## config.mk

```make
export PLATFORM = sky130hd
export DESIGN_NAME = hms_time_counter
export DESIGN_NICKNAME = d
export VERILOG_FILES = /design/src/rtl/time_pkg.sv /design/src/rtl/bcd_mod_counter.sv /design/src/rtl/edge_rise.sv /design/src/rtl/hms_time_counter.sv
export SDC_FILE = /design/constraint.sdc
export NUM_CORES = 1
export LEC_CHECK = 0
export ABC_AREA = 1
export CAP_MARGIN = 15
export CORE_MARGIN = 3
export CORE_UTILIZATION = 45
export CTS_BUF_LIST = sky130_fd_sc_hd__clkbuf_8
export DETAILED_ROUTE_END_ITERATION = 10
export PLACE_DENSITY_LB_ADDON = 0.15
export SYNTH_ARGS = -nofsm -noshare
export SYNTH_HDL_FRONTEND = slang
export SYNTH_SLANG_ARGS = --single-unit
```

## constraint.sdc

```tcl
create_clock -name clk -period 2.15 [get_ports clk]
set_input_delay 0.43 -clock clk [delete_from_list [all_inputs] [get_ports clk]]
set_output_delay 0.43 -clock clk [all_outputs]
set_load 0.01 [all_outputs]
```

## src/rtl/time_pkg.sv

```systemverilog
// Shared constants, FSM encoding and BCD helper for the hh:mm:ss timekeeping core.
package time_pkg;

  // Packed-BCD limits for each field
  localparam logic [7:0] SEC_MAX  = 8'h59;
  localparam logic [7:0] MIN_MAX  = 8'h59;
  localparam logic [7:0] HR24_MAX = 8'h23;
  localparam logic [7:0] HR12_MAX = 8'h12;
  localparam logic [7:0] HR12_MIN = 8'h01;

  // Repeat slots swallowed after a button press before auto-repeat starts
  localparam int RPT_HOLDOFF = 5;

  typedef enum logic {
    ST_RUN = 1'b0,
    ST_SET = 1'b1
  } state_t;

  // Two-digit packed-BCD increment without range limiting; the caller handles the wrap.
  function automatic logic [7:0] bcd_inc(input logic [7:0] v);
    if (v[3:0] == 4'd9) begin
      return {v[7:4] + 4'd1, 4'd0};
    end else begin
      return {v[7:4], v[3:0] + 4'd1};
    end
  endfunction

endpackage

```

## src/rtl/bcd_mod_counter.sv

```systemverilog
// Two-digit packed-BCD counter with programmable top value and wrap-to value.
// carry is combinational: high in the cycle an increment wraps the counter.
module bcd_mod_counter
  import time_pkg::*;
#(
  parameter logic [7:0] RST_VAL = 8'h00
) (
  input  logic       clk,
  input  logic       clr,
  input  logic       inc,
  input  logic       sclr,
  input  logic [7:0] max_val,
  input  logic [7:0] min_val,
  output logic [7:0] q,
  output logic       carry
);

  assign carry = inc & (q == max_val);

  // Synchronous clear wins over increment; increment wraps from max_val to min_val
  always_ff @(negedge clk or posedge clr) begin
    if (clr) begin
      q <= RST_VAL;
    end else if (sclr) begin
      q <= 8'h00;
    end else if (inc) begin
      q <= (q == max_val) ? min_val : bcd_inc(q);
    end
  end

endmodule

```

## src/rtl/edge_rise.sv

```systemverilog
// Two-flop synchronizer plus history flop; flags the rising edge of an async level.
// A level that is already high when reset releases is not reported as an edge:
// the detector only arms after it has seen a genuine synchronized low.
module edge_rise (
  input  logic clk,
  input  logic clr,
  input  logic d,
  output logic lvl,
  output logic rise
);

  logic s1, s2, hist;
  logic prm1, prm2;
  logic armed;

  // Synchronize, keep one cycle of history, and arm after the chain holds real data that was low
  always_ff @(negedge clk or posedge clr) begin
    if (clr) begin
      s1    <= 1'b0;
      s2    <= 1'b0;
      hist  <= 1'b0;
      prm1  <= 1'b0;
      prm2  <= 1'b0;
      armed <= 1'b0;
    end else begin
      s1    <= d;
      s2    <= s1;
      hist  <= s2;
      prm1  <= 1'b1;
      prm2  <= prm1;
      armed <= armed | (prm2 & ~s2);
    end
  end

  assign lvl  = s2;
  assign rise = s2 & ~hist & armed;

endmodule

```

## src/rtl/hms_time_counter.sv

```systemverilog
// Timekeeping core: seconds/minutes/hours in packed BCD with RUN/SET modes.
// All state advances on the falling edge of clk.
//
//  state  | meaning
//  -------+---------------------------------------------------------------
//  ST_RUN | normal counting on 1 Hz rises; buttons ignored
//  ST_SET | sec held at 00; inc_min / inc_hr adjust fields, with auto-repeat
module hms_time_counter
  import time_pkg::*;
#(
  parameter bit         MODE_24H   = 1'b1,
  parameter logic [7:0] RST_HR_BCD = 8'h00,
  parameter bit         AUTO_RPT   = 1'b1
) (
  input  logic       clk,
  input  logic       clr,
  input  logic       sec_wave,
  input  logic       rpt_wave,
  input  logic       set_mode,
  input  logic       inc_min,
  input  logic       inc_hr,
  output logic [7:0] sec_bcd,
  output logic [7:0] min_bcd,
  output logic [7:0] hr_bcd,
  output logic       pm,
  output logic       min_tick,
  output logic       day_tick,
  output logic       setting
);

  localparam logic [2:0] HOLD = 3'(RPT_HOLDOFF);
  localparam logic [7:0] HR_MAX = MODE_24H ? HR24_MAX : HR12_MAX;
  localparam logic [7:0] HR_MIN = MODE_24H ? 8'h00 : HR12_MIN;

  logic sec_lvl, sec_rise;
  logic rpt_lvl, rpt_rise;
  logic set_lvl, set_rise;
  logic min_lvl, min_rise;
  logic hr_lvl,  hr_rise;

  // Only the edges of the waves and the level of set_mode are consumed
  logic unused_lvls;
  assign unused_lvls = sec_lvl ^ rpt_lvl ^ set_rise;

  edge_rise u_er_sec (.clk(clk), .clr(clr), .d(sec_wave), .lvl(sec_lvl), .rise(sec_rise));
  edge_rise u_er_rpt (.clk(clk), .clr(clr), .d(rpt_wave), .lvl(rpt_lvl), .rise(rpt_rise));
  edge_rise u_er_set (.clk(clk), .clr(clr), .d(set_mode), .lvl(set_lvl), .rise(set_rise));
  edge_rise u_er_min (.clk(clk), .clr(clr), .d(inc_min),  .lvl(min_lvl), .rise(min_rise));
  edge_rise u_er_hr  (.clk(clk), .clr(clr), .d(inc_hr),   .lvl(hr_lvl),  .rise(hr_rise));

  state_t state, state_nxt;
  logic   run, in_set, entering_set;

  // State register
  always_ff @(negedge clk or posedge clr) begin
    if (clr) begin
      state <= ST_RUN;
    end else begin
      state <= state_nxt;
    end
  end

  // Next-state: follow the synchronized set_mode level
  always_comb begin
    state_nxt = state;
    case (state)
      ST_RUN:  if (set_lvl)  state_nxt = ST_SET;
      ST_SET:  if (!set_lvl) state_nxt = ST_RUN;
      default: state_nxt = ST_RUN;
    endcase
  end

  assign run          = (state == ST_RUN);
  assign in_set       = (state == ST_SET);
  assign entering_set = run & set_lvl;
  assign setting      = in_set;

  // Auto-repeat hold-off: down-counters reloaded on press, counting repeat slots while held
  logic [2:0] min_hold, hr_hold;
  logic       min_rpt_ok, hr_rpt_ok;

  assign min_rpt_ok = AUTO_RPT & min_lvl & rpt_rise & (min_hold == 3'd0);
  assign hr_rpt_ok  = AUTO_RPT & hr_lvl  & rpt_rise & (hr_hold  == 3'd0);

  // Minute-button hold-off counter
  always_ff @(negedge clk or posedge clr) begin
    if (clr) begin
      min_hold <= HOLD;
    end else if (!in_set || !min_lvl || min_rise) begin
      min_hold <= HOLD;
    end else if (rpt_rise && (min_hold != 3'd0)) begin
      min_hold <= min_hold - 3'd1;
    end
  end

  // Hour-button hold-off counter
  always_ff @(negedge clk or posedge clr) begin
    if (clr) begin
      hr_hold <= HOLD;
    end else if (!in_set || !hr_lvl || hr_rise) begin
      hr_hold <= HOLD;
    end else if (rpt_rise && (hr_hold != 3'd0)) begin
      hr_hold <= hr_hold - 3'd1;
    end
  end

  logic sec_inc, sec_carry;
  logic min_inc, min_carry;
  logic hr_inc,  hr_carry;
  logic hr_run_inc;

  // A second edge coinciding with SET entry is dropped
  assign sec_inc    = run & ~set_lvl & sec_rise;
  assign min_inc    = sec_carry | (in_set & (min_rise | min_rpt_ok));
  assign hr_run_inc = run & min_carry;
  assign hr_inc     = hr_run_inc | (in_set & (hr_rise | hr_rpt_ok));

  bcd_mod_counter #(.RST_VAL(8'h00)) u_sec (
    .clk(clk), .clr(clr), .inc(sec_inc), .sclr(entering_set | in_set),
    .max_val(SEC_MAX), .min_val(8'h00), .q(sec_bcd), .carry(sec_carry)
  );

  bcd_mod_counter #(.RST_VAL(8'h00)) u_min (
    .clk(clk), .clr(clr), .inc(min_inc), .sclr(1'b0),
    .max_val(MIN_MAX), .min_val(8'h00), .q(min_bcd), .carry(min_carry)
  );

  bcd_mod_counter #(.RST_VAL(RST_HR_BCD)) u_hr (
    .clk(clk), .clr(clr), .inc(hr_inc), .sclr(1'b0),
    .max_val(HR_MAX), .min_val(HR_MIN), .q(hr_bcd), .carry(hr_carry)
  );

  // pm flips on 11 -> 12 in either state; held at 0 in 24h mode
  always_ff @(negedge clk or posedge clr) begin
    if (clr) begin
      pm <= 1'b0;
    end else if (!MODE_24H && hr_inc && (hr_bcd == 8'h11)) begin
      pm <= ~pm;
    end
  end

  // Rollover pulses, registered so they line up with the updated counters
  always_ff @(negedge clk or posedge clr) begin
    if (clr) begin
      min_tick <= 1'b0;
      day_tick <= 1'b0;
    end else begin
      min_tick <= sec_carry;
      if (MODE_24H) begin
        day_tick <= hr_run_inc & hr_carry;
      end else begin
        day_tick <= hr_run_inc & (hr_bcd == 8'h11) & pm;
      end
    end
  end

endmodule

```

### Word level (Yosys, flattened, before mapping)

Cells that the tools add are included.
W data, S select, Z words.

| word-level totals | value |
|---|---|
| register bits after elaboration | 53 |
| input bits | 7 |
| output and inout port bits | 28 |
| logic and storage cells | 125 |

| cells by class | value |
|---|---|
| $add $sub $neg | 8 |
| eq/ne operators | 6 |
| muxes and demuxes | 13 |
| bitwise logic cells | 45 |
| reductions and logical operators | 22 |

Operators by type and width:

| operator | number |
|---|---|
| $mux W8 | 8 |
| $and A1 B1 Y1 | 26 |
| $add A4 B1 Y4 const B | 6 |
| $eq A8 B7 Y1 const B | 2 |
| $eq A4 B4 Y1 const B | 3 |
| $mux W3 | 4 |
| $not A1 Y1 | 10 |
| $reduce_bool A2 Y1 | 5 |
| $or A1 B1 Y1 | 9 |
| $reduce_bool A3 Y1 | 3 |
| $eq A8 B6 Y1 const B | 1 |
| $logic_not A3 Y1 | 2 |
| $reduce_and A2 Y1 | 3 |
| $sub A3 B1 Y3 const B | 2 |
| $logic_or A1 B1 Y1 | 4 |
| $logic_not A1 Y1 | 3 |
| $logic_and A1 B1 Y1 | 2 |
| $mux W1 | 1 |

### Logic depth before layout (Yosys ltp)

Gate-level depths: netlist of run 1.

| depth | value |
|---|---|
| word-level depth | 13 |
| mapped depth | 12 |
| mapped depth without buffers | 11 |

### Hierarchy

Synthesis of run 1 repeated with hierarchy kept, for this count alone.

| unflattened totals | value |
|---|---|
| cells, all modules | 498 |
| area, all modules | 3,616.0 µm² |

By module, submodules not included:

| module | times used | cells each | area each (µm²) | sequential area each (µm²) |
|---|---|---|---|---|
| bcd_mod_counter | 3 | 117 | 714.4 | 200.2 |
| edge_rise | 5 | 14 | 182.7 | 150.1 |
| hms_time_counter | 1 | 77 | 559.3 | 230.2 |

==> key figures, run 1 <==
Power
  • VDD IR max: 0.415 mV
  • Leakage power: 1.77 nW
  • Pwr Density: 721 mW/mm²

Drt
  • Post-Route WL: 4760 µm
  • Final ANT Viol Nets: 0
  • Drt pass-1 iters: 4
  • Initial drt markers: 53
  • Number of remaining DRC errors: 0
  • Number of vias per cell: 4.73
  • Routed length per instance: 10.9 µm
  • Vias: 2,065

Cells and area
  • Syn-to-layout area delta: 29.2%
  • Share of layout cells above drive strength 1: 25.6%
  • Design Area, Final: 0.00329 mm²
  • Ant. Diodes: 0
  • # nets final: 389
  • Layout Utilization: 62.3%
  • Post-route insts no fill: 437

Min path
  • Worst hold path class: flip-flop to flip-flop

Clocking
  • # clock sinks: 53
  • Number of CTS-inserted buffers: 5
  • Clock H-tree levels: 2
  • Clock buffer depth: 2
  • Clk_lat worst skew: 0.37 ns
  • CTS tree: yes
  • Clock Root Buffer: clkbuf_8
  • Hold Buf Count CTS: 0
  • Clock transition at path regs: 0.07 ns

Synthesis
  • Most numerous cell in the Yosys netlist: nand2_1
  • Area leader, netlist: dfrtn_1
  • Post-synthesis cell type count: 30
  • Multiplexer share of the synthesized area: 0%
  • Post-Syn Area per Cell: 8.98 µm²
  • Top cells by area, synth: dfrtn_1 48%, nand2_1 10%, ha_1 7.9%
  • EDFF count, synth: 0
  • Main combinational cell family by area after synthesis: simple AND/OR/NAND/NOR gates
  • Simple-gate share of the synthesized area: 26.0%
  • Top cell type's share of synthesized area: 48.2%
  • Cells after Synth: 283
  • Synth Area in Adders: 7.87%
  • Xor and xnor area share after synthesis: 2.76%
  • Commonest cells post-synth: 69 x nand2_1, 49 x dfrtn_1, 36 x inv_1, 29 x nand3_1, 26 x nor2_1
  • Synth async-reset ratio: 100%
  • Post-Syn Nets: 306
  • Post-synthesis sequential area ratio: 52.4%
  • Primary FF master, synth: dfrtn_1
  • Compound-Gate Fraction of Synth Area: 4.28%
  • Ys Warns: 1
  • Post-synthesis register bit count: 53
  • Synth Cell Area: 0.00254 mm²

Place
  • Pre-CTS WS: -0.311 ns
  • Post-DP HPWL: 3550 µm
  • Placed cell areas: 0.00320 mm²
  • PortBufs: 33
  • Placed Cells: 413
  • Gpl congestion: 0.825

Worst setup path
  • Slowest cell on the critical path: dfrtn_1
  • Critical path arrival: 1.96 ns
  • Crit path kind: flip-flop to output port
  • Crit-path max cell delay: 0.44 ns
  • Worst Setup End Kind: output port
  • CP Launch Type: flip-flop
  • Worst-path maximum fanout: 2
  • WP buf/inv: 1
  • CP delay by family, top: flip-flops
  • Worst path cell trace: buf_2
  • Required time of the critical path: 1.72 ns

Floorplanning
  • Full die area: 0.00659 mm²
  • Die Height: 81.2 µm
  • Top Ports: 35
  • Die extent in x: 81.2 µm
  • Initial Util: 48.2%
  • Rows: 26
  • Area of the core: 0.00527 mm²

Global routing
  • Number of global-route vias before repair: 1,929
  • First-pass GRT wire length: 8360 µm
  • Largest net degree at the start of global routing: 34
  • GR Overflow Total: 0
  • GRT Resource Usage Total: 16.2%
  • Initial antenna violation count: 0

STA
  • Pins Over Slew Limit: 0
  • Worst Clk Skew: 0.0703 ns
  • RSZ-0062 raised after global routing: yes
  • Setup violators final: 27
  • PnR worst setup slack: -0.236 ns
  • Hold Fails Final Rpt: 0
  • TNS Setup: -5.40 ns

Job
  • Max cap viols: 0

Outcome
  • Status: finished with violations
  • Failing checks: setup timing
==> area by class of cell <==
type	count	area, µm²
clock buffers	6	82.6
fillers	497	1980
multi-input cells	190	1050
repair buffers	76	568
inverters	36	139
well taps	70	87.6
clock inverters	6	28.8
flip-flops and latches	53	1330
==> layout by cell type (no fill, tap or decap), drive strengths merged <==
cell and count:
a21boi 1, a21oi 3, buf 70, clkbuf 6, clkdlybuf4s50 6, clkinvlp 2, conb 2, dfrtn 49
dfstp 4, ha 16, inv 40, nand2 73, nand3 30, nand3b 4, nand4 3, nor2 29
nor3 4, o21ai 10, o21bai 4, o22ai 1, or2 2, xnor2 3, xor2 5
==> sequential cells by signal, summed over array words and instances (netlist names), 3 cells and up <==
name and cells:
u_hr.q 8, u_min.q 8, u_sec.q 8, hr_hold 3
min_hold 3
==> stage by stage <==
stage	hold WS (ns)	power, W
floorplan	0.292	0.00149
global placement	0.294	0.00181
detailed placement	0.298	0.00182
CTS	0.298	0.00239
global route	0.304	0.00252
finish	0.298	0.00237
==> kinds of logic after synthesis <==
group / count (synthesis)
compound gates: 19
xor+xnor: 8
flops: 53
buf+inv: 40
other cells: 2
fa+ha+maj: 16
simple gates: 145
==> worst reg2reg max path, cell delays in order, from the launching register on <==
cell     delay, ns
dfrtn_1       0.34
buf_4         0.13
buf_4         0.12
inv_1         0.08
ha_1          0.14
nand2_1       0.05
nor2_1        0.11
nand2_1       0.10
nor2_4        0.12
inv_1         0.06
nand2_2       0.18
nand2_1       0.15
nand2_1       0.08
nand2_1       0.05
==> report_power, final <==
| group | internal [W] | switching [W] | leakage [nW] | total [W] |
|---|---|---|---|---|
| logic | 0.000285 | 0.000318 | 1.05 | 0.000603 |
| registers | 0.00109 | 0.0000447 | 0.657 | 0.00114 |
| clock network | 0.000273 | 0.000355 | 0.0691 | 0.000628 |
==> metal layers <==
metal,track usage [%],vias up,share of wire [%]
met3,3.33,4,5.2
li1,-,1052,-
met2,27.4,43,48
met1,20.3,966,46
met5,0,-,0
met4,5.91,0,0.84
==> path summary, 6_finish.rpt <==
check	startpoint	to	slack [ns]	cells past startpoint
setup / recovery	u_hr.q[1]$_DFFE_NP0P_	hr_bcd[1]	-0.24	1
setup reg to reg	u_sec.q[5]$_DFFE_NP0P_	u_min.q[4]$_DFFE_NP0P_	0.30	13
max in group asynchronous	clr	hr_hold[2]$_DFFE_NP1P_	0.42	3
hold / removal	u_er_min.s1$_DFF_NP0_	u_er_min.lvl$_DFF_NP0_	0.30	0
min in group asynchronous	clr	u_er_hr.s1$_DFF_NP0_	1.46	3
hold reg to reg	u_er_min.s1$_DFF_NP0_	u_er_min.lvl$_DFF_NP0_	0.30	0
==> what timing repair did <==
item	CTS	global route
gates resized for setup	109	1
endpoints found under the setup margin	27	27
setup buffers	8	5
Power figures use the tool's default switching activity.
==> run 2, diff against run 1 <==
PLACE_DENSITY = 0.69   (was not set)
PLACE_DENSITY_LB_ADDON = not set   (was 0.15)
==> run 2 against run 1 <==
The flow still finishes with violations (setup timing). Via count shrank 2.8%. Non-clock buffer count grew 2. Global-route usage shrank 0.20 points. Register-to-register slack lost 0.08 ns. Combinational power is essentially flat. Total power shrank 1.1%. First-iteration DRC count grew 5.7%. Cell area is essentially flat. Hold slack lost 0.0027 ns. Largest cell class unchanged.
==> key figures, run 2 (synthesis gave the netlist of run 1 again) <==
Power
  • Internal power: 0.00162 W (was 0.00165 W)
  • Pwr Density: 713 mW/mm² (was 721 mW/mm²)
  • Net Sw Frac: 30.9% (was 30.3%)
  • Clk pwr share: 25.8% (was 26.5%)
  • P_sw: 0.000724 W (was 0.000719 W)
  • Leakage power: 1.78 nW (was 1.77 nW)
  • Seq pwr share: 48.4% (was 48.0%)
  • VDD IR max: 0.621 mV (was 0.415 mV)
  • Combinational group share of total power: 25.7% (was 25.5%)

Job
  • Max cap viols: 0 (unchanged)

STA
  • RSZ-0062 raised after global routing: yes (unchanged)
  • PnR worst setup slack: -0.225 ns (was -0.236 ns)
  • Worst Clk Skew: 0.0622 ns (was 0.0703 ns)
  • Hold Fails Final Rpt: 0 (unchanged)
  • Setup violators final: 27 (unchanged)
  • Pins Over Slew Limit: 0 (unchanged)
  • TNS Setup: -5.36 ns (was -5.40 ns)

Clocking
  • Clock Root Buffer: clkbuf_8 (unchanged)
  • Hold Buf Count CTS: 0 (unchanged)
  • Clock buffer depth: 2 (unchanged)
  • CTS tree: yes (unchanged)
  • Clk_lat worst skew: 0.37 ns (about the same)
  • Clock transition at path regs: 0.07 ns (about the same)
  • Number of CTS-inserted buffers: 5 (unchanged)
  • # clock sinks: 53 (unchanged)
  • Clock H-tree levels: 2 (unchanged)

Worst setup path
  • Slowest cell on the critical path: dfrtn_1 (unchanged)
  • Crit path kind: flip-flop to output port (unchanged)
  • Required time of the critical path: 1.72 ns (about the same)
  • Worst-path maximum fanout: 2 (unchanged)
  • Reg2reg start: u_sec.q[1]$_DFFE_NP0P_ (was u_sec.q[5]$_DFFE_NP0P_)
  • Critical path arrival: 1.95 ns (was 1.96 ns)
  • FF-to-FF setup slack: 0.22 ns (was 0.30 ns)
  • Worst Setup End Kind: output port (unchanged)
  • WP buf/inv: 1 (unchanged)
  • CP Launch Type: flip-flop (unchanged)
  • Crit-path max cell delay: 0.43 ns (was 0.44 ns)
  • Reg2reg end: u_min.q[4]$_DFFE_NP0P_ (unchanged)
  • Reg2Reg Depth: 14 (was 13)
  • Worst path cell trace: buf_2 (unchanged)
  • CP delay by family, top: flip-flops (unchanged)

Min path
  • Hold path start: u_er_hr.s1$_DFF_NP0_ (was u_er_min.s1$_DFF_NP0_)
  • Hold Path Depth: 0 (unchanged)
  • Worst hold path class: flip-flop to flip-flop (unchanged)
  • Worst Hold End: u_er_hr.lvl$_DFF_NP0_ (was u_er_min.lvl$_DFF_NP0_)

Place
  • PortBufs: 33 (unchanged)
  • Post-DP HPWL: 3530 µm (was 3550 µm)
  • Gpl congestion: 0.792 (was 0.825)
  • Placed cell areas: 0.00319 mm² (was 0.00320 mm²)
  • Pre-CTS WS: -0.333 ns (was -0.311 ns)

Cells and area
  • Design Area, Final: 0.00328 mm² (was 0.00329 mm²)
  • Ant. Diodes: 0 (unchanged)
  • Commonest non-fill, non-tap cell in the layout: nand2_1 (unchanged)
  • # nets final: 391 (was 389)
  • Syn-to-layout area delta: 29.2% (about the same)
  • Most frequent cells in the layout: 69 x nand2_1, 49 x dfrtn_1, 43 x buf_4 (was 69 x nand2_1, 49 x dfrtn_1, 40 x buf_4)
  • Share of layout cells above drive strength 1: 26.3% (was 25.6%)
  • Top flop regs: u_hr.q (8), u_min.q (8), u_sec.q (8) (unchanged)

Global routing
  • First-pass GRT wire length: 8210 µm (was 8360 µm)
  • GRT Resource Usage Total: 16.0% (was 16.2%)
  • Largest net degree at the start of global routing: 23 (was 34)
  • Initial antenna violation count: 0 (unchanged)
  • GR Overflow Total: 0 (unchanged)
  • Number of global-route vias before repair: 1,935 (was 1,929)

Drt
  • Number of remaining DRC errors: 0 (unchanged)
  • Drt pass-1 iters: 5 (was 4)
  • Vias: 2,007 (was 2,065)
  • Final ANT Viol Nets: 0 (unchanged)
  • Routed length per instance: 10.5 µm (was 10.9 µm)
  • Post-Route WL: 4630 µm (was 4760 µm)
  • Number of vias per cell: 4.57 (was 4.73)
  • Initial drt markers: 56 (was 53)

Floorplanning
  • Die Height: 81.2 µm (unchanged)
  • Rows: 26 (unchanged)
  • Top Ports: 35 (unchanged)
  • Full die area: 0.00659 mm² (unchanged)
  • Area of the core: 0.00527 mm² (unchanged)
  • Initial Util: 48.2% (unchanged)
  • Die extent in x: 81.2 µm (unchanged)

Outcome
  • Failing checks: setup timing (unchanged)
  • Status: finished with violations (unchanged)
-- run 2: power groups by stage --
stage	combinational (W)	sequential [W]	clock (W)
6_report	0.000603	0.00113	0.000606
5_1_grt	0.000676	0.00115	0.000677
4_1_cts	0.000610	0.00114	0.000622
3_5_place_dp	0.000641	0.00116	0.0000145
3_3_place_gp	0.000629	0.00115	0.0000145
2_1_floorplan	0.000245	0.00123	0.0000145
-- run 2: final cells by class --
cell class              instances  area, µm²
clock buffers                   5       68.8
fillers                       499       1990
well taps                      70       87.6
multi-input cells             190       1060
flip-flops and latches         53       1330
repair buffers                 78        564
clock inverters                 7       37.5
inverters                      36        139
-- run 2: what timing repair did --
item / 4_1_cts / 5_1_grt
resized for setup: 109 / 2
endpoints found under the setup margin: 27 / 27
setup buffers: 11 / 4
-- run 2: metal layers --
layer / vias up / share of wire (%) / routed length (µm) / track usage, %
li1: 1058 / - / - / -
met1: 903 / 47 / 2160 / 19.8
met2: 39 / 48 / 2200 / 27.5
met3: 7 / 4.6 / 214 / 3.88
met4: 0 / 1.1 / 50 / 4.73
met5: - / 0 / 0 / 0
-- run 2: worst max-delay path by stage --
stage	start	endpoint	depth (start not counted)
5_1_grt	u_min.q[0]$_DFFE_NP0P_	min_bcd[0]	1
2_1_floorplan	setting$_DFF_NP0_	setting	0
4_1_cts	u_min.q[0]$_DFFE_NP0P_	min_bcd[0]	1
3_5_place_dp	u_min.q[1]$_DFFE_NP0P_	min_bcd[1]	1
3_3_place_gp	u_min.q[1]$_DFFE_NP0P_	min_bcd[1]	1
6_report	u_min.q[0]$_DFFE_NP0P_	min_bcd[0]	1
-- run 2: worst reg2reg max path: stages (launching register included) --
cell and delay (ns):
dfrtn_1 0.34, buf_4 0.13, buf_4 0.12, buf_4 0.13, inv_1 0.07, ha_1 0.16
nand2_1 0.07, nor2_2 0.10, nand2_1 0.09, nor2_4 0.12, inv_1 0.08, nand2_4 0.14
nand2_1 0.12, nand2_1 0.08, nand2_1 0.04
-- run 2: metrics by stage --
step	cells	hold slack [ns]	power [W]	utilization [%]
floorplan	283	0.292	0.00149	-
global placement	413	0.292	0.00180	60.5
detailed placement	413	0.295	0.00182	60.5
CTS	435	0.296	0.00237	61.6
global route	439	0.300	0.00250	62.3
finish	439	0.295	0.00234	62.3
==> run 3, diff against run 2 <==
CTS_CLUSTER_SIZE = 14   (was not set)
HOLD_SLACK_MARGIN = 0.15   (was not set)
==> results of run 3 <==
Final layout, timing and power as in run 2 (identical DEF).
